<file path="src/rtl/reg_bus_arbiter_if.sv">
// Bundle of the two requester ports and the register-map bus port of the
// register-bus arbiter. The "slave" modport is the arbiter's own view: it
// serves the two requesters and masters the register-map bus. The "master"
// modport is the view of everything surrounding the arbiter.
interface reg_bus_arbiter_if #(
   parameter int DATA_WIDTH = 32,
   parameter int ADDR_WIDTH = 11
);
   // requester port 0 (APB slave bridge)
   logic                  m0_req;
   logic                  m0_is_wr;
   logic [ADDR_WIDTH-1:0] m0_addr;
   logic [DATA_WIDTH-1:0] m0_wr_data;
   logic [DATA_WIDTH-1:0] m0_wr_biten;
   logic                  m0_ready;
   logic                  m0_err;
   logic [DATA_WIDTH-1:0] m0_rd_data;
   // requester port 1 (auxiliary config/debug master)
   logic                  m1_req;
   logic                  m1_is_wr;
   logic [ADDR_WIDTH-1:0] m1_addr;
   logic [DATA_WIDTH-1:0] m1_wr_data;
   logic [DATA_WIDTH-1:0] m1_wr_biten;
   logic                  m1_ready;
   logic                  m1_err;
   logic [DATA_WIDTH-1:0] m1_rd_data;
   // register-map bus
   logic                  bus_req;
   logic                  bus_req_is_wr;
   logic [ADDR_WIDTH-1:0] bus_addr;
   logic [DATA_WIDTH-1:0] bus_wr_data;
   logic [DATA_WIDTH-1:0] bus_wr_biten;
   logic                  bus_req_stall_wr;
   logic                  bus_req_stall_rd;
   logic                  bus_ready;
   logic                  bus_err;
   logic [DATA_WIDTH-1:0] bus_rd_data;

   modport slave (
      input  m0_req, m0_is_wr, m0_addr, m0_wr_data, m0_wr_biten,
      output m0_ready, m0_err, m0_rd_data,
      input  m1_req, m1_is_wr, m1_addr, m1_wr_data, m1_wr_biten,
      output m1_ready, m1_err, m1_rd_data,
      output bus_req, bus_req_is_wr, bus_addr, bus_wr_data, bus_wr_biten,
      input  bus_req_stall_wr, bus_req_stall_rd, bus_ready, bus_err, bus_rd_data
   );

   modport master (
      output m0_req, m0_is_wr, m0_addr, m0_wr_data, m0_wr_biten,
      input  m0_ready, m0_err, m0_rd_data,
      output m1_req, m1_is_wr, m1_addr, m1_wr_data, m1_wr_biten,
      input  m1_ready, m1_err, m1_rd_data,
      input  bus_req, bus_req_is_wr, bus_addr, bus_wr_data, bus_wr_biten,
      output bus_req_stall_wr, bus_req_stall_rd, bus_ready, bus_err, bus_rd_data
   );
endinterface

</file>
<file path="src/rtl/reg_bus_arbiter.sv">
// Two-requester round-robin arbiter and sequencer for the register-map bus.
// One transaction at a time: grant, issue a single-cycle bus_req (honouring
// the direction-specific stall), wait for the acknowledge or time out, then
// return a one-cycle ready pulse to the granted requester.
module reg_bus_arbiter #(
   parameter int DATA_WIDTH = 32,
   parameter int ADDR_WIDTH = 11,
   parameter int TIMEOUT    = 16
) (
   input logic              clk,
   input logic              rst,
   reg_bus_arbiter_if.slave bus_if
);
   localparam int CNT_W = $clog2(TIMEOUT + 1);

   typedef enum logic [1:0] {
      ST_IDLE  = 2'd0,
      ST_ISSUE = 2'd1,
      ST_WAIT  = 2'd2,
      ST_RESP  = 2'd3
   } state_e;

   state_e                state_q, state_d;
   logic                  last_q, last_d;
   logic [CNT_W-1:0]      cnt_q, cnt_d;
   logic                  gnt_port_q, gnt_port_d;
   logic                  gnt_is_wr_q, gnt_is_wr_d;
   logic [ADDR_WIDTH-1:0] gnt_addr_q, gnt_addr_d;
   logic [DATA_WIDTH-1:0] gnt_wr_data_q, gnt_wr_data_d;
   logic [DATA_WIDTH-1:0] gnt_wr_biten_q, gnt_wr_biten_d;
   logic                  m0_ready_q, m0_ready_d, m1_ready_q, m1_ready_d;
   logic                  m0_err_q, m0_err_d, m1_err_q, m1_err_d;
   logic [DATA_WIDTH-1:0] m0_rd_data_q, m0_rd_data_d, m1_rd_data_q, m1_rd_data_d;

   logic                  win_s;
   logic                  stall_s;
   logic                  resp_load_s;
   logic                  resp_err_s;
   logic [DATA_WIDTH-1:0] resp_data_s;

   // Round-robin winner: on a tie the port that did not go last wins
   always_comb begin
      win_s = 1'b0;
      if (bus_if.m0_req && bus_if.m1_req) begin
         win_s = ~last_q;
      end else if (bus_if.m1_req) begin
         win_s = 1'b1;
      end else begin
         win_s = 1'b0;
      end
   end

   // Next-state, grant capture, timeout counting and response capture
   always_comb begin
      state_d        = state_q;
      last_d         = last_q;
      cnt_d          = cnt_q;
      gnt_port_d     = gnt_port_q;
      gnt_is_wr_d    = gnt_is_wr_q;
      gnt_addr_d     = gnt_addr_q;
      gnt_wr_data_d  = gnt_wr_data_q;
      gnt_wr_biten_d = gnt_wr_biten_q;
      m0_ready_d     = 1'b0;
      m1_ready_d     = 1'b0;
      m0_err_d       = 1'b0;
      m1_err_d       = 1'b0;
      m0_rd_data_d   = {DATA_WIDTH{1'b0}};
      m1_rd_data_d   = {DATA_WIDTH{1'b0}};
      resp_load_s    = 1'b0;
      resp_err_s     = 1'b0;
      resp_data_s    = {DATA_WIDTH{1'b0}};
      stall_s        = gnt_is_wr_q ? bus_if.bus_req_stall_wr : bus_if.bus_req_stall_rd;
      case (state_q)
         ST_IDLE: begin
            if (bus_if.m0_req || bus_if.m1_req) begin
               last_d         = win_s;
               gnt_port_d     = win_s;
               gnt_is_wr_d    = win_s ? bus_if.m1_is_wr    : bus_if.m0_is_wr;
               gnt_addr_d     = win_s ? bus_if.m1_addr     : bus_if.m0_addr;
               gnt_wr_data_d  = win_s ? bus_if.m1_wr_data  : bus_if.m0_wr_data;
               gnt_wr_biten_d = win_s ? bus_if.m1_wr_biten : bus_if.m0_wr_biten;
               cnt_d          = {CNT_W{1'b0}};
               state_d        = ST_ISSUE;
            end else begin
               state_d = ST_IDLE;
            end
         end
         ST_ISSUE: begin
            if (stall_s) begin
               cnt_d = {CNT_W{1'b0}};
            end else if (bus_if.bus_ready) begin
               resp_load_s = 1'b1;
               resp_err_s  = bus_if.bus_err;
               resp_data_s = bus_if.bus_rd_data;
               state_d     = ST_RESP;
            end else begin
               cnt_d   = CNT_W'(1);
               state_d = ST_WAIT;
            end
         end
         ST_WAIT: begin
            // a real acknowledge beats a timeout landing in the same cycle
            if (bus_if.bus_ready) begin
               resp_load_s = 1'b1;
               resp_err_s  = bus_if.bus_err;
               resp_data_s = bus_if.bus_rd_data;
               state_d     = ST_RESP;
            end else if (cnt_q >= CNT_W'(TIMEOUT)) begin
               resp_load_s = 1'b1;
               resp_err_s  = 1'b1;
               resp_data_s = {DATA_WIDTH{1'b0}};
               state_d     = ST_RESP;
            end else begin
               cnt_d = cnt_q + CNT_W'(1);
            end
         end
         ST_RESP: begin
            cnt_d   = {CNT_W{1'b0}};
            state_d = ST_IDLE;
         end
         default: begin
            state_d = ST_IDLE;
         end
      endcase
      // steer the captured response to the granted port only
      if (resp_load_s && gnt_port_q) begin
         m1_ready_d   = 1'b1;
         m1_err_d     = resp_err_s;
         m1_rd_data_d = resp_data_s;
      end else if (resp_load_s) begin
         m0_ready_d   = 1'b1;
         m0_err_d     = resp_err_s;
         m0_rd_data_d = resp_data_s;
      end else begin
         m0_ready_d = 1'b0;
      end
   end

   // State, grant and response registers with synchronous reset
   always_ff @(posedge clk) begin
      if (rst) begin
         state_q        <= ST_IDLE;
         last_q         <= 1'b1;
         cnt_q          <= {CNT_W{1'b0}};
         gnt_port_q     <= 1'b0;
         gnt_is_wr_q    <= 1'b0;
         gnt_addr_q     <= {ADDR_WIDTH{1'b0}};
         gnt_wr_data_q  <= {DATA_WIDTH{1'b0}};
         gnt_wr_biten_q <= {DATA_WIDTH{1'b0}};
         m0_ready_q     <= 1'b0;
         m1_ready_q     <= 1'b0;
         m0_err_q       <= 1'b0;
         m1_err_q       <= 1'b0;
         m0_rd_data_q   <= {DATA_WIDTH{1'b0}};
         m1_rd_data_q   <= {DATA_WIDTH{1'b0}};
      end else begin
         state_q        <= state_d;
         last_q         <= last_d;
         cnt_q          <= cnt_d;
         gnt_port_q     <= gnt_port_d;
         gnt_is_wr_q    <= gnt_is_wr_d;
         gnt_addr_q     <= gnt_addr_d;
         gnt_wr_data_q  <= gnt_wr_data_d;
         gnt_wr_biten_q <= gnt_wr_biten_d;
         m0_ready_q     <= m0_ready_d;
         m1_ready_q     <= m1_ready_d;
         m0_err_q       <= m0_err_d;
         m1_err_q       <= m1_err_d;
         m0_rd_data_q   <= m0_rd_data_d;
         m1_rd_data_q   <= m1_rd_data_d;
      end
   end

   // bus_req is the only combinational output: state and stall only
   assign bus_if.bus_req       = (state_q == ST_ISSUE) && !stall_s;
   assign bus_if.bus_req_is_wr = gnt_is_wr_q;
   assign bus_if.bus_addr      = gnt_addr_q;
   assign bus_if.bus_wr_data   = gnt_wr_data_q;
   assign bus_if.bus_wr_biten  = gnt_wr_biten_q;
   assign bus_if.m0_ready      = m0_ready_q;
   assign bus_if.m1_ready      = m1_ready_q;
   assign bus_if.m0_err        = m0_err_q;
   assign bus_if.m1_err        = m1_err_q;
   assign bus_if.m0_rd_data    = m0_rd_data_q;
   assign bus_if.m1_rd_data    = m1_rd_data_q;
endmodule
</file>
<file path="src/flat_wrapper.sv">
// flat-port wrapper written by rule: the top's interface ports become plain ports
module reg_bus_arbiter_flat 
#(
   parameter int DATA_WIDTH = 32,
   parameter int ADDR_WIDTH = 11,
   parameter int TIMEOUT    = 16
)
  (clk, rst, bus_if_m0_req, bus_if_m0_is_wr, bus_if_m0_addr, bus_if_m0_wr_data, bus_if_m0_wr_biten, bus_if_m0_ready, bus_if_m0_err, bus_if_m0_rd_data, bus_if_m1_req, bus_if_m1_is_wr, bus_if_m1_addr, bus_if_m1_wr_data, bus_if_m1_wr_biten, bus_if_m1_ready, bus_if_m1_err, bus_if_m1_rd_data, bus_if_bus_req, bus_if_bus_req_is_wr, bus_if_bus_addr, bus_if_bus_wr_data, bus_if_bus_wr_biten, bus_if_bus_req_stall_wr, bus_if_bus_req_stall_rd, bus_if_bus_ready, bus_if_bus_err, bus_if_bus_rd_data);
  reg_bus_arbiter_if #(.DATA_WIDTH(DATA_WIDTH), .ADDR_WIDTH(ADDR_WIDTH)) bus_if_i ();
  input logic clk;
  input logic rst;
  input wire logic [$bits(bus_if_i.m0_req)-1:0] bus_if_m0_req;
  input wire logic [$bits(bus_if_i.m0_is_wr)-1:0] bus_if_m0_is_wr;
  input wire logic [$bits(bus_if_i.m0_addr)-1:0] bus_if_m0_addr;
  input wire logic [$bits(bus_if_i.m0_wr_data)-1:0] bus_if_m0_wr_data;
  input wire logic [$bits(bus_if_i.m0_wr_biten)-1:0] bus_if_m0_wr_biten;
  output wire logic [$bits(bus_if_i.m0_ready)-1:0] bus_if_m0_ready;
  output wire logic [$bits(bus_if_i.m0_err)-1:0] bus_if_m0_err;
  output wire logic [$bits(bus_if_i.m0_rd_data)-1:0] bus_if_m0_rd_data;
  input wire logic [$bits(bus_if_i.m1_req)-1:0] bus_if_m1_req;
  input wire logic [$bits(bus_if_i.m1_is_wr)-1:0] bus_if_m1_is_wr;
  input wire logic [$bits(bus_if_i.m1_addr)-1:0] bus_if_m1_addr;
  input wire logic [$bits(bus_if_i.m1_wr_data)-1:0] bus_if_m1_wr_data;
  input wire logic [$bits(bus_if_i.m1_wr_biten)-1:0] bus_if_m1_wr_biten;
  output wire logic [$bits(bus_if_i.m1_ready)-1:0] bus_if_m1_ready;
  output wire logic [$bits(bus_if_i.m1_err)-1:0] bus_if_m1_err;
  output wire logic [$bits(bus_if_i.m1_rd_data)-1:0] bus_if_m1_rd_data;
  output wire logic [$bits(bus_if_i.bus_req)-1:0] bus_if_bus_req;
  output wire logic [$bits(bus_if_i.bus_req_is_wr)-1:0] bus_if_bus_req_is_wr;
  output wire logic [$bits(bus_if_i.bus_addr)-1:0] bus_if_bus_addr;
  output wire logic [$bits(bus_if_i.bus_wr_data)-1:0] bus_if_bus_wr_data;
  output wire logic [$bits(bus_if_i.bus_wr_biten)-1:0] bus_if_bus_wr_biten;
  input wire logic [$bits(bus_if_i.bus_req_stall_wr)-1:0] bus_if_bus_req_stall_wr;
  input wire logic [$bits(bus_if_i.bus_req_stall_rd)-1:0] bus_if_bus_req_stall_rd;
  input wire logic [$bits(bus_if_i.bus_ready)-1:0] bus_if_bus_ready;
  input wire logic [$bits(bus_if_i.bus_err)-1:0] bus_if_bus_err;
  input wire logic [$bits(bus_if_i.bus_rd_data)-1:0] bus_if_bus_rd_data;
  assign bus_if_i.m0_req = bus_if_m0_req;
  assign bus_if_i.m0_is_wr = bus_if_m0_is_wr;
  assign bus_if_i.m0_addr = bus_if_m0_addr;
  assign bus_if_i.m0_wr_data = bus_if_m0_wr_data;
  assign bus_if_i.m0_wr_biten = bus_if_m0_wr_biten;
  assign bus_if_m0_ready = bus_if_i.m0_ready;
  assign bus_if_m0_err = bus_if_i.m0_err;
  assign bus_if_m0_rd_data = bus_if_i.m0_rd_data;
  assign bus_if_i.m1_req = bus_if_m1_req;
  assign bus_if_i.m1_is_wr = bus_if_m1_is_wr;
  assign bus_if_i.m1_addr = bus_if_m1_addr;
  assign bus_if_i.m1_wr_data = bus_if_m1_wr_data;
  assign bus_if_i.m1_wr_biten = bus_if_m1_wr_biten;
  assign bus_if_m1_ready = bus_if_i.m1_ready;
  assign bus_if_m1_err = bus_if_i.m1_err;
  assign bus_if_m1_rd_data = bus_if_i.m1_rd_data;
  assign bus_if_bus_req = bus_if_i.bus_req;
  assign bus_if_bus_req_is_wr = bus_if_i.bus_req_is_wr;
  assign bus_if_bus_addr = bus_if_i.bus_addr;
  assign bus_if_bus_wr_data = bus_if_i.bus_wr_data;
  assign bus_if_bus_wr_biten = bus_if_i.bus_wr_biten;
  assign bus_if_i.bus_req_stall_wr = bus_if_bus_req_stall_wr;
  assign bus_if_i.bus_req_stall_rd = bus_if_bus_req_stall_rd;
  assign bus_if_i.bus_ready = bus_if_bus_ready;
  assign bus_if_i.bus_err = bus_if_bus_err;
  assign bus_if_i.bus_rd_data = bus_if_bus_rd_data;
  reg_bus_arbiter #(.DATA_WIDTH(DATA_WIDTH), .ADDR_WIDTH(ADDR_WIDTH), .TIMEOUT(TIMEOUT)) u_core (.clk(clk), .rst(rst), .bus_if(bus_if_i));
endmodule
</file>
<file path="config.mk">
export PLATFORM = sky130hd
export DESIGN_NAME = reg_bus_arbiter_flat
export DESIGN_NICKNAME = d
export VERILOG_FILES = /design/src/rtl/reg_bus_arbiter_if.sv /design/src/rtl/reg_bus_arbiter.sv /design/src/flat_wrapper.sv
export SDC_FILE = /design/constraint.sdc
export NUM_CORES = 1
export LEC_CHECK = 0
export ABC_AREA = 1
export CAP_MARGIN = 0
export CORE_AREA = 2 2 133 135
export CTS_CLUSTER_DIAMETER = 100
export DETAILED_ROUTE_END_ITERATION = 12
export DIE_AREA = 0 0 135 137
export GPL_ROUTABILITY_DRIVEN = 0
export GPL_TIMING_DRIVEN = 0
export PLACE_DENSITY_LB_ADDON = 0.12
export SLEW_MARGIN = 40
export SYNTH_ARGS = -nofsm -noshare
export SYNTH_HDL_FRONTEND = slang
export SYNTH_SLANG_ARGS = --single-unit
</file>
<file path="constraint.sdc">
create_clock -name clk -period 2.3 [get_ports clk]
set_input_delay 0.69 -clock clk [delete_from_list [all_inputs] [get_ports clk]]
set_output_delay 0.69 -clock clk [all_outputs]
set_load 0.02 [all_outputs]
</file>
==> Word-level counts from Yosys, hierarchy flattened <==
Index checks and enable logic that the tools add are counted.
{ "word_totals": {"inputBits": 192, "elab_cells": 73, "reg_bits": 153} }
{ "op_classes": {"n_bitwise": 3, "n_mux": 33, "n_reduce_logical": 12, "magnitude_cmp": 1, "add_sub_neg": 1, "eq_ne": 9} }
{ "op_table": {"columns": ["op", "n"], "rows": [
  ["32-bit two-way mux", 4],
  ["32-bit case mux with 2 select lines", 1],
  ["5-bit two-way mux", 5],
  ["5-bit case mux with 4 select lines", 1],
  ["1-bit two-way mux", 15],
  ["11-bit two-way mux", 1],
  ["2-bit case mux with 4 select lines", 1],
  ["2-bit two-way mux", 3],
  ["2-bit != test, second input constant", 3],
  ["3-bit by 2-bit != test with 1-bit output, second input constant", 2],
  ["5-bit by 1-bit adder with 5-bit output, second input constant", 1],
  ["5-bit greater-or-equal comparator, second input constant", 1],
  ["2-bit equality test, second input constant", 2],
  ["1-bit case mux with 2 select lines", 2],
  ["2-bit AND reduction", 2],
  ["4-bit AND reduction", 1],
  ["2-bit OR reduction", 2],
  ["1-bit logical AND", 3],
  ["1-bit NOT", 3],
  ["3-bit OR reduction", 1],
  ["2-bit by 1-bit equality test with 1-bit output, second input constant", 1],
  ["2-bit logical NOT", 1],
  ["2-bit by 1-bit != test with 1-bit output, second input constant", 1],
  ["1-bit logical NOT", 1],
  ["1-bit logical OR", 1]
]} }

==> Logic depth before layout (Yosys ltp) <==
Gate-level depths: netlist of the first run.
{ "logic_depth": {"depth_word": 7, "depth_mapped": 9, "ltp_nobuf": 9} }

==> Worst setup path before layout of the first run <==
Ideal clock, no wire load.
{ "synth_path": {"path_kind": "in2out", "startpoint": "input port bus_if_bus_req_stall_wr", "endpoint": "output port bus_if_bus_req", "arrival_ns": 1.242, "n_path_buf": 0, "stages": 3, "setup_slack_ns": 0.368, "path_cell_list": "nand2_1 -> nand2_1 -> nor2_1"} }
{ "synth_between": {"elab_chain_len": 3} }
{ "synth_rtl": {"columns": ["element", "line_no", "rtl"], "rows": [
  ["start, declared", "flat_wrapper.sv:33", "input wire logic [$bits(bus_if_i.bus_req_stall_wr)-1:0] bus_if_bus_req_stall_wr;"],
  ["1-bit two-way mux", "reg_bus_arbiter.sv:72", "stall_s = gnt_is_wr_q ? bus_if.bus_req_stall_wr : bus_if.bus_req_stall_rd;"],
  ["1-bit logical NOT", "reg_bus_arbiter.sv:175", "assign bus_if.bus_req = (state_q == ST_ISSUE) && !stall_s;"],
  ["1-bit logical AND", "reg_bus_arbiter.sv:175", null],
  ["end, declared", "flat_wrapper.sv:28", "output wire logic [$bits(bus_if_i.bus_req)-1:0] bus_if_bus_req;"]
]} }
Every way passes these cells.

==> Worst setup path after layout of the first run <==
Ends and elaborated chain as after synthesis.

==> results of run 1 <==
area by class of cell:
class / instances / area, um^2
clock buffer: 18 / 439
multi-input combinational: 481 / 2300
timing repair buffer: 338 / 3380
buffer: 52 / 284
clock inverter: 14 / 136
tap: 225 / 282
inverter: 24 / 90.1
sequential: 153 / 3060
fill: 1640 / 7080
worst max-delay path, delay by kind of cell:
family | cells | cell delay [ns]
buffers and inverters | 2 | 0.60
AND/OR/NAND/NOR | 3 | 0.27
cells by family (layout without fill, tap and decap cells):
kind of cell | count (synthesis) | count (layout) | synth area share
simple gates | 313 | 313 | 0.226
compound gates | 162 | 162 | 0.161
flops | 153 | 153 | 0.535
buf+inv | 76 | 446 | 0.0653
fa+ha+maj | 6 | 6 | 0.0131
cells in the final DEF, fill, tap and decap left out:
cell type / n
clkinv_1: 2
clkbuf_16: 17
clkbuf_1: 27
nand3b_4: 1
o21ai_1: 1
nand2_2: 4
nand2_1: 180
o21ai_4: 1
clkinv_4: 2
inv_2: 1
inv_6: 5
buf_6: 4
o21bai_1: 1
clkinvlp_4: 1
nor2_4: 1
nor2_2: 2
a31oi_1: 76
clkbuf_8: 4
nand3_4: 2
o21ai_0: 77
nor3_1: 1
nand4_1: 8
nand3_1: 36
nor2_1: 78
buf_2: 14
bufinv_16: 1
inv_8: 2
a21oi_1: 6
dfxtp_1: 153
clkdlybuf4s50_1: 335
buf_4: 7
ha_1: 6
inv_1: 21
clkinv_2: 3
flip-flops by register name, summed over array words and instances (netlist names):
register                     count
u_core.bus_if.bus_req_is_wr      1
u_core.bus_if.m1_rd_data        32
u_core.last_q                    1
u_core.bus_if.m0_ready           1
u_core.bus_if.bus_wr_data       32
u_core.bus_if.bus_wr_biten      32
u_core.bus_if.m0_err             1
u_core.bus_if.m1_ready           1
u_core.state_q                   2
u_core.bus_if.bus_addr          11
u_core.gnt_port_q                1
u_core.bus_if.m0_rd_data        32
u_core.cnt_q                     5
u_core.bus_if.m1_err             1
power breakdown:
| group | internal (mW) | switching, mW |
|---|---|---|
| Combinational | 1.68 | 2.33 |
| Sequential | 3.15 | 0.251 |
| Clock | 1.55 | 1.19 |
| Total | 6.37 | 3.77 |
routing by layer:
layer,vias to the layer above,global-route usage,wire (um)
li1,3101,-,-
met1,2737,0.245,8200
met2,256,0.390,10300
met3,28,0.0963,2220
met4,0,0.0787,387
met5,-,0,0
through the flow:
stage,cell area [um^2],power (mW),cells
floorplan,5730,5.58,710
global placement,9370,7.45,1271
detailed placement,9370,7.44,1271
CTS,9950,10.2,1303
global route,9980,10.7,1305
finish,9980,10.1,1305
repair_timing:
item                                    CTS  global route
resized for setup                         7             3
endpoints found under the setup margin    1             1
hold buffers                              0             0
pin swaps                                 0             1
setup buffers                             0             2
path summary, 6_finish.rpt:
| kind | start | to | slack [ns] | depth (start not counted) |
|---|---|---|---|---|
| worst min-delay path | u_core.last_q$_SDFFE_PP1P_ | u_core.last_q$_SDFFE_PP1P_ | 0.46 | 2 |
| worst max-delay path | bus_if_bus_req_stall_wr | bus_if_bus_req | 0.05 | 5 |
| worst min register to register | u_core.last_q$_SDFFE_PP1P_ | u_core.last_q$_SDFFE_PP1P_ | 0.46 | 2 |
| worst max register to register | u_core.state_q[0]$_SDFFE_PP0P_ | u_core.bus_if.bus_wr_biten[1]$_SDFFE_PP0P_ | 0.35 | 7 |
==> flow_summary.toml, run 1 <==
[placed_design]
io_buffer_count = 336
pre_cts_ws_ns = -0.550
dpl.hpwl_um = 16200

[sta]
finalSetupViolCount = 0
maxSlewViolCount = 0
final.setup.tns_ns = 0
fmax_mhz = 444
skew_ns = 0.00967
min_period_over_period = 0.978
slew_headroom = 0.654
grt_setup_unrepaired = "no"
finalWorstSetupSlack_ns = 0.0502
hold_slack_ns = 0.465
hold_viol_final = 0
layout_min_cycle_time_ns = 2.25
worstMarginPinSlew_ns = 0.519

[critical_path]
required_ns = 1.61
end_kind = "primary output"
cp_max_fo = 3
crit_type = "input pin to primary output"
start_kind = "input pin"
cp_cell_sequence = "clkdlybuf4s50_1, nand2_2, nand2_2, nor2_4, buf_6"
arrival_ns = 1.56
critical-path-max-stage-delay_ns = 0.47
critPathSlowestCell = "clkdlybuf4s50_1"
crit_top_cell = "nand2_2"

[final_layout]
layout-drive-gt1-share = 0.0667
area_growth_pct = 74.2
nNetsFinal = 1265
antennaDiodeCount = 0
final_core_util = 0.585

[routing]
wl_per_cell_um = 16.2
drc = 0
vias = 6122
initialDrtViolationCount = 230
drt-total-wl_um = 21100
antenna_left = 0
drtPass1Iterations = 4
viasPerCell = 4.69

[synth]
ys_seq_elements = 153
synth_cell_type_count = 25
synth_edf_count = 0
synth-seq-area-share = 0.535
synth_common_cells = "nand2_1, dfxtp_1, nor2_1"
yosysWarnings = 0
synthFlopType = "dfxtp_1"
synthTopCellsByArea = "dfxtp_1, nand2_1, a31oi_1, o21ai_0, nor2_1"
netlist_instances = 710
yosysMostFrequentCell = "nand2_1"
synth_top_area_cell = "dfxtp_1"
syn-cell-area_um2 = 5730
synth_nets = 908
synth.avg_cell_area_um2 = 8.07
synth_top_area_frac = 0.535
synthArstFlopShare = 0

[power]
power.leakage_nw = 3.82
ir_drop_mv = 0.536
p_per_area_nw_per_um2 = 1020

[floorplanning]
start_util = 0.336
pin_count = 337
placementRows = 48
core_area_um2 = 17100
fp.dieArea_um2 = 18500
die_h_um = 137
die_x_um = 135

[clock_tree]
cts_buffers = 17
cts_root_buf = "clkbuf_16"
cts-htree-levels = 4
clk_pin_slew_worst_paths_ns = 0.06
cts_sinks = 153
cts_tree = "built"
cts_max_path_buffers = 2
clk_latency_ns = 0.42

[outcome]
outcome = "completed"

[global_routing]
grt_pass1_wl_um = 31800
grtUsageTotal = 0.224
grt_antenna_before_repair = 0
grt_pass1_vias = 5992
grt_overflow = 0
grt_max_degree = 17

[hold_path]
hold_class = "register to register"

[run]
maxCapViolCount = 0
No activity file was read; power rests on OpenSTA's default activity.
==> run 2, diff against run 1 <==
--- a/config.mk
+++ b/config.mk
@@ -5,12 +5,11 @@
 export SDC_FILE = /design/constraint.sdc
 export NUM_CORES = 1
 export LEC_CHECK = 0
-export ABC_AREA = 1
 export CAP_MARGIN = 0
-export CORE_AREA = 2 2 133 135
+export CORE_AREA = 2 2 130 132
 export CTS_CLUSTER_DIAMETER = 100
 export DETAILED_ROUTE_END_ITERATION = 12
-export DIE_AREA = 0 0 135 137
+export DIE_AREA = 0 0 132 134
 export GPL_ROUTABILITY_DRIVEN = 0
 export GPL_TIMING_DRIVEN = 0
 export PLACE_DENSITY_LB_ADDON = 0.12
==> run 2 against run 1 <==
- register-to-register slack hardly changed
- cell count is 9.3% lower
- count of clock-buffer cells in the layout down 1
- routed wire length decreased by 11%
- sequential power increased by 4%
- largest cell class unchanged
==> flow_summary.toml, run 2 <==
[outcome]
outcome = "completed"

[synth]
yosysWarnings = 0
synth.avg_cell_area_um2 = 9.83
synth_cell_type_count = 41
synthArstFlopShare = 0
synth-seq-area-share = 0.524
syn-cell-area_um2 = 5840
synthTopCellsByArea = "dfxtp_1, mux2i_1, a211oi_1, nor2_1, nand3_1"
synth_edf_count = 0
netlist_instances = 594
ys_seq_elements = 153
synth_common_cells = "dfxtp_1, nor2_1, mux2i_1"
synth_top_area_frac = 0.524
yosysMostFrequentCell = "dfxtp_1"
synth_top_area_cell = "dfxtp_1"
synth_nets = 792
synthFlopType = "dfxtp_1"

[critical_path]
required_ns = 1.61
end_kind = "primary output"
cp_max_fo = 4
critical-path-max-stage-delay_ns = 0.67
path_delay_family = "buffers and inverters"
crit_type = "register to primary output"
critPathSlowestCell = "clkdlybuf4s50_1"
arrival_ns = 1.54
path_buf_inv = 1
start_kind = "register"
cp_cell_sequence = "clkdlybuf4s50_1"

[sta]
grt_setup_unrepaired = "no"
worstMarginPinSlew_ns = 0.529
maxSlewViolCount = 0
final.setup.tns_ns = 0
layout_min_cycle_time_ns = 2.23
finalSetupViolCount = 0
skew_ns = 0.00897
fmax_mhz = 448
slew_headroom = 0.648
min_period_over_period = 0.971
hold_viol_final = 0

[final_layout]
layout-drive-gt1-share = 0.0727
multi_input_area_um2 = 2470
final_cell_mix = "clkdlybuf4s50_1, dfxtp_1, nor2_1"
fillers = 1460
antennaDiodeCount = 0
seq_area_um2 = 3060
nNetsFinal = 1148
final_cells = 1183
area_growth_pct = 72.2
final_common_cell = "clkdlybuf4s50_1"

[global_routing]
grt_antenna_before_repair = 0
grt_max_degree = 17
grtUsageTotal = 0.211
grt_overflow = 0
grt_pass1_wl_um = 29100
grt_pass1_vias = 5360

[routing]
drc = 0
antenna_left = 0
viasPerCell = 4.63
wl_per_cell_um = 15.8
vias = 5483
drtPass1Iterations = 4
drt-total-wl_um = 18700
initialDrtViolationCount = 193

[placed_design]
placed_cells = 1150
io_buffer_count = 336
dpl.hpwl_um = 14600

[power]
ir_drop_mv = 0.531
power_mw = 10.4
p_per_area_nw_per_um2 = 1030
power.leakage_nw = 3.76

[clock_tree]
cts_max_path_buffers = 2
clk_pin_slew_worst_paths_ns = 0.06
cts-htree-levels = 4
cts_root_buf = "clkbuf_16"
cts_buffers = 17
ctsHoldBuffers = 0
cts_sinks = 153
cts_tree = "built"
clk_latency_ns = 0.43

[floorplanning]
die_x_um = 132
start_util = 0.359
core_area_um2 = 16300
die_h_um = 134
placementRows = 47
fp.dieArea_um2 = 17700
pin_count = 337

[run]
maxCapViolCount = 0

[hold_path]
hold_class = "register to register"
run 2: worst paths after layout:
check	slack (ns)	cells after the start	end	from
setup / recovery	0.07	1	bus_if_bus_req_is_wr	u_core.bus_if.bus_req_is_wr$_SDFFE_PP0P_
hold / removal	0.49	2	u_core.cnt_q[1]$_SDFFE_PP0P_	u_core.cnt_q[1]$_SDFFE_PP0P_
setup reg to reg	0.35	7	u_core.bus_if.bus_wr_biten[3]$_SDFFE_PP0P_	u_core.state_q[0]$_SDFFE_PP0P_
hold reg to reg	0.49	2	u_core.cnt_q[1]$_SDFFE_PP0P_	u_core.cnt_q[1]$_SDFFE_PP0P_
run 2: cell type report:
cell class              instances  share of cell area
flip-flops and latches        153               0.305
clock inverters                15              0.0131
plain buffers                  48              0.0279
multi-input cells             385               0.246
inverters                       8             0.00299
repair buffers                337               0.336
well taps                     220              0.0274
clock buffers                  17              0.0423
run 2: per-layer routing:
metal | global-route usage | vias up | share of wire
met1 | 0.240 | 2459 | 0.40
met3 | 0.0748 | 24 | 0.078
met5 | 0 | - | 0
li1 | - | 2788 | -
met2 | 0.363 | 212 | 0.50
met4 | 0.0815 | 0 | 0.021
run 2: power breakdown:
group / switching, mW / leakage (nW) / total (mW) / internal (mW)
sequential: 0.303 / 1.25 / 3.52 / 3.22
clock: 1.21 / 0.267 / 2.63 / 1.42
combinational: 2.31 / 2.24 / 4.24 / 1.92
total: 3.82 / 3.76 / 10.4 / 6.56
run 2: timing repair:
| action | in CTS | in global routing |
|---|---|---|
| resized for setup | 7 | 6 |
| endpoints found under the hold margin | 0 | 0 |
| pin swaps | 1 | 1 |
| buffers inserted | 1 | 0 |
| endpoints found under the setup margin | 1 | 14 |
run 2: worst reg2reg max path: cells and delay by family (launching register included):
family          cells  cell delay [ns]
buf+inv             4             0.96
flops               1             0.32
fa+ha+maj           1             0.27
compound gates      2             0.26
run 2: cell families after synthesis:
| logic type | after synthesis | synth area share |
|---|---|---|
| mux | 80 | 0.138 |
| compound gates | 97 | 0.124 |
| flops | 153 | 0.524 |
| buf+inv | 56 | 0.0527 |
| fa+ha+maj | 6 | 0.0129 |
| simple gates | 202 | 0.148 |
run 2: per-stage QoR:
stage | setup WS, ns | utilization | cell area [um^2] | hold slack [ns]
detailed placement | -0.493 | 0.582 | 9480 | 0.486
global route | 0.0132 | 0.617 | 10100 | 0.518
global placement | -0.493 | 0.582 | 9480 | 0.479
floorplan | 0.518 | - | 5840 | 0.462
finish | 0.0660 | 0.617 | 10100 | 0.492
CTS | 0.0113 | 0.617 | 10000 | 0.493
==> run 3, diff against run 2 <==
--- a/config.mk
+++ b/config.mk
@@ -17,3 +17,4 @@
 export SYNTH_ARGS = -nofsm -noshare
 export SYNTH_HDL_FRONTEND = slang
 export SYNTH_SLANG_ARGS = --single-unit
+export TNS_END_PERCENT = 5
==> run 3 against run 2 <==
- power about the same
- worst hold slack about the same
- cell area about the same
- clock skew about the same
- non-clock buffer count unchanged
- critical path depth unchanged
- flip-flop and latch count unchanged
- setup slack about the same
- critical path type unchanged
- highest routed layer unchanged
==> flow_summary.toml, run 3 (synthesis results as in run 2) <==
[global_routing]
grt_pass1_wl_um = 29100
grt_pass1_vias = 5360
grt_antenna_before_repair = 0
grt_max_degree = 17
grt_overflow = 0
grtUsageTotal = 0.211

[critical_path]
path_buf_inv = 1
end_kind = "primary output"
path_delay_family = "buffers and inverters"
crit_type = "register to primary output"
cp_cell_sequence = "clkdlybuf4s50_1"
critPathSlowestCell = "clkdlybuf4s50_1"
cp_max_fo = 4
critical-path-max-stage-delay_ns = 0.67
reg2regPathDepth = 7
cp_num_cells = 1
reg2reg_to = "u_core.bus_if.bus_wr_data[22]$_SDFFE_PP0P_"
crit-reg2reg-launch = "u_core.state_q[0]$_SDFFE_PP0P_"
start_kind = "register"
arrival_ns = 1.54
required_ns = 1.61
critPathLaunch = "u_core.bus_if.bus_req_is_wr$_SDFFE_PP0P_"
crit_end = "bus_if_bus_req_is_wr"
r2r_slack_ns = 0.27

[hold_path]
hold_depth = 2
min-delay-start = "u_core.cnt_q[1]$_SDFFE_PP0P_"
hold_class = "register to register"

[sta]
finalWorstSetupSlack_ns = 0.0662
worstMarginPinSlew_ns = 0.536
fmax_mhz = 448
grt_setup_unrepaired = "yes"
skew_ns = 0.00897
slew_headroom = 0.642
min_period_over_period = 0.971
layout_min_cycle_time_ns = 2.23
maxSlewViolCount = 0
hold_viol_final = 0
finalSetupViolCount = 0

[clock_tree]
clk_pin_slew_worst_paths_ns = 0.06
cts_buffers = 17
cts-htree-levels = 4
cts_sinks = 153
cts_max_path_buffers = 2
clk_latency_ns = 0.43
cts_tree = "built"
cts_root_buf = "clkbuf_16"
ctsHoldBuffers = 0

[floorplanning]
pin_count = 337
die_h_um = 134
core_area_um2 = 16300
die_x_um = 132
placementRows = 47
start_util = 0.359
fp.dieArea_um2 = 17700

[routing]
viasPerCell = 4.63
vias = 5480
drc = 0
wl_per_cell_um = 15.8
drtPass1Iterations = 4
antenna_left = 0
initialDrtViolationCount = 190
drt-total-wl_um = 18700

[placed_design]
dpl.hpwl_um = 14600
io_buffer_count = 336
pre_cts_ws_ns = -0.493

[power]
power.leakage_nw = 3.76
switching_share = 0.368
ir_drop_mv = 0.530
switching_power_mw = 3.83
p_per_area_nw_per_um2 = 1030
power.share.clock = 0.253
internal-power_mw = 6.56
p_seq_frac = 0.339
p_comb_frac = 0.408

[outcome]
outcome = "completed"

[final_layout]
final_cell_mix = "clkdlybuf4s50_1, dfxtp_1, nor2_1"
final_core_util = 0.617
antennaDiodeCount = 0
final_common_cell = "clkdlybuf4s50_1"
layout-drive-gt1-share = 0.0717
nNetsFinal = 1148
area_growth_pct = 72.1

[run]
maxCapViolCount = 0
run 3: timing repair:
action | in CTS | in global routing
setup endpoints to repair | 1 | 14
resized for setup | 7 | 4
buffers inserted | 1 | 0
pin swaps | 1 | 1
run 3: per-stage QoR:
step                      power, mW  instances  hold slack [ns]  TNS (ns)  cell area [um^2]
final                          10.4       1183            0.492         0             10100
after CTS                      10.5       1183            0.493         0             10000
after global placement         7.80       1150            0.479    -21.00              9480
after global routing           11.0       1183            0.518   -0.0258             10100
after floorplan                5.84        594            0.462         0              5840
after detailed placement       7.83       1150            0.486    -21.62              9480
run 3: worst min path at each step:
| stage | end | slack [ns] |
|---|---|---|
| global placement | u_core.cnt_q[1]$_SDFFE_PP0P_ | 0.48 |
| CTS | u_core.cnt_q[1]$_SDFFE_PP0P_ | 0.49 |
| global route | u_core.bus_if.bus_addr[2]$_SDFFE_PP0P_ | 0.52 |
| finish | u_core.cnt_q[1]$_SDFFE_PP0P_ | 0.49 |
| floorplan | u_core.cnt_q[1]$_SDFFE_PP0P_ | 0.46 |
| detailed placement | u_core.cnt_q[1]$_SDFFE_PP0P_ | 0.49 |
run 3: area by class of cell:
| class | instances | area, um^2 |
|---|---|---|
| plain buffers | 48 | 279 |
| clock buffers | 17 | 425 |
| clock inverters | 15 | 131 |
| fillers | 1456 | 6240 |
| inverters | 8 | 30.0 |
| multi-input cells | 385 | 2470 |
| flip-flops and latches | 153 | 3060 |
| well taps | 220 | 275 |
| repair buffers | 337 | 3380 |
run 3: routing by layer:
layer,global-route usage,share of wire
met2,0.363,0.50
met1,0.240,0.40
met3,0.0748,0.079
met4,0.0815,0.021
met5,0,0
run 3: power groups by stage:
stage	registers, mW	clock network (mW)	logic, mW
4_1_cts	3.52	2.68	4.29
2_1_floorplan	4.21	0	1.63
3_5_place_dp	3.57	0	4.25
3_3_place_gp	3.55	0	4.24
6_report	3.52	2.63	4.24
5_1_grt	3.59	2.81	4.60
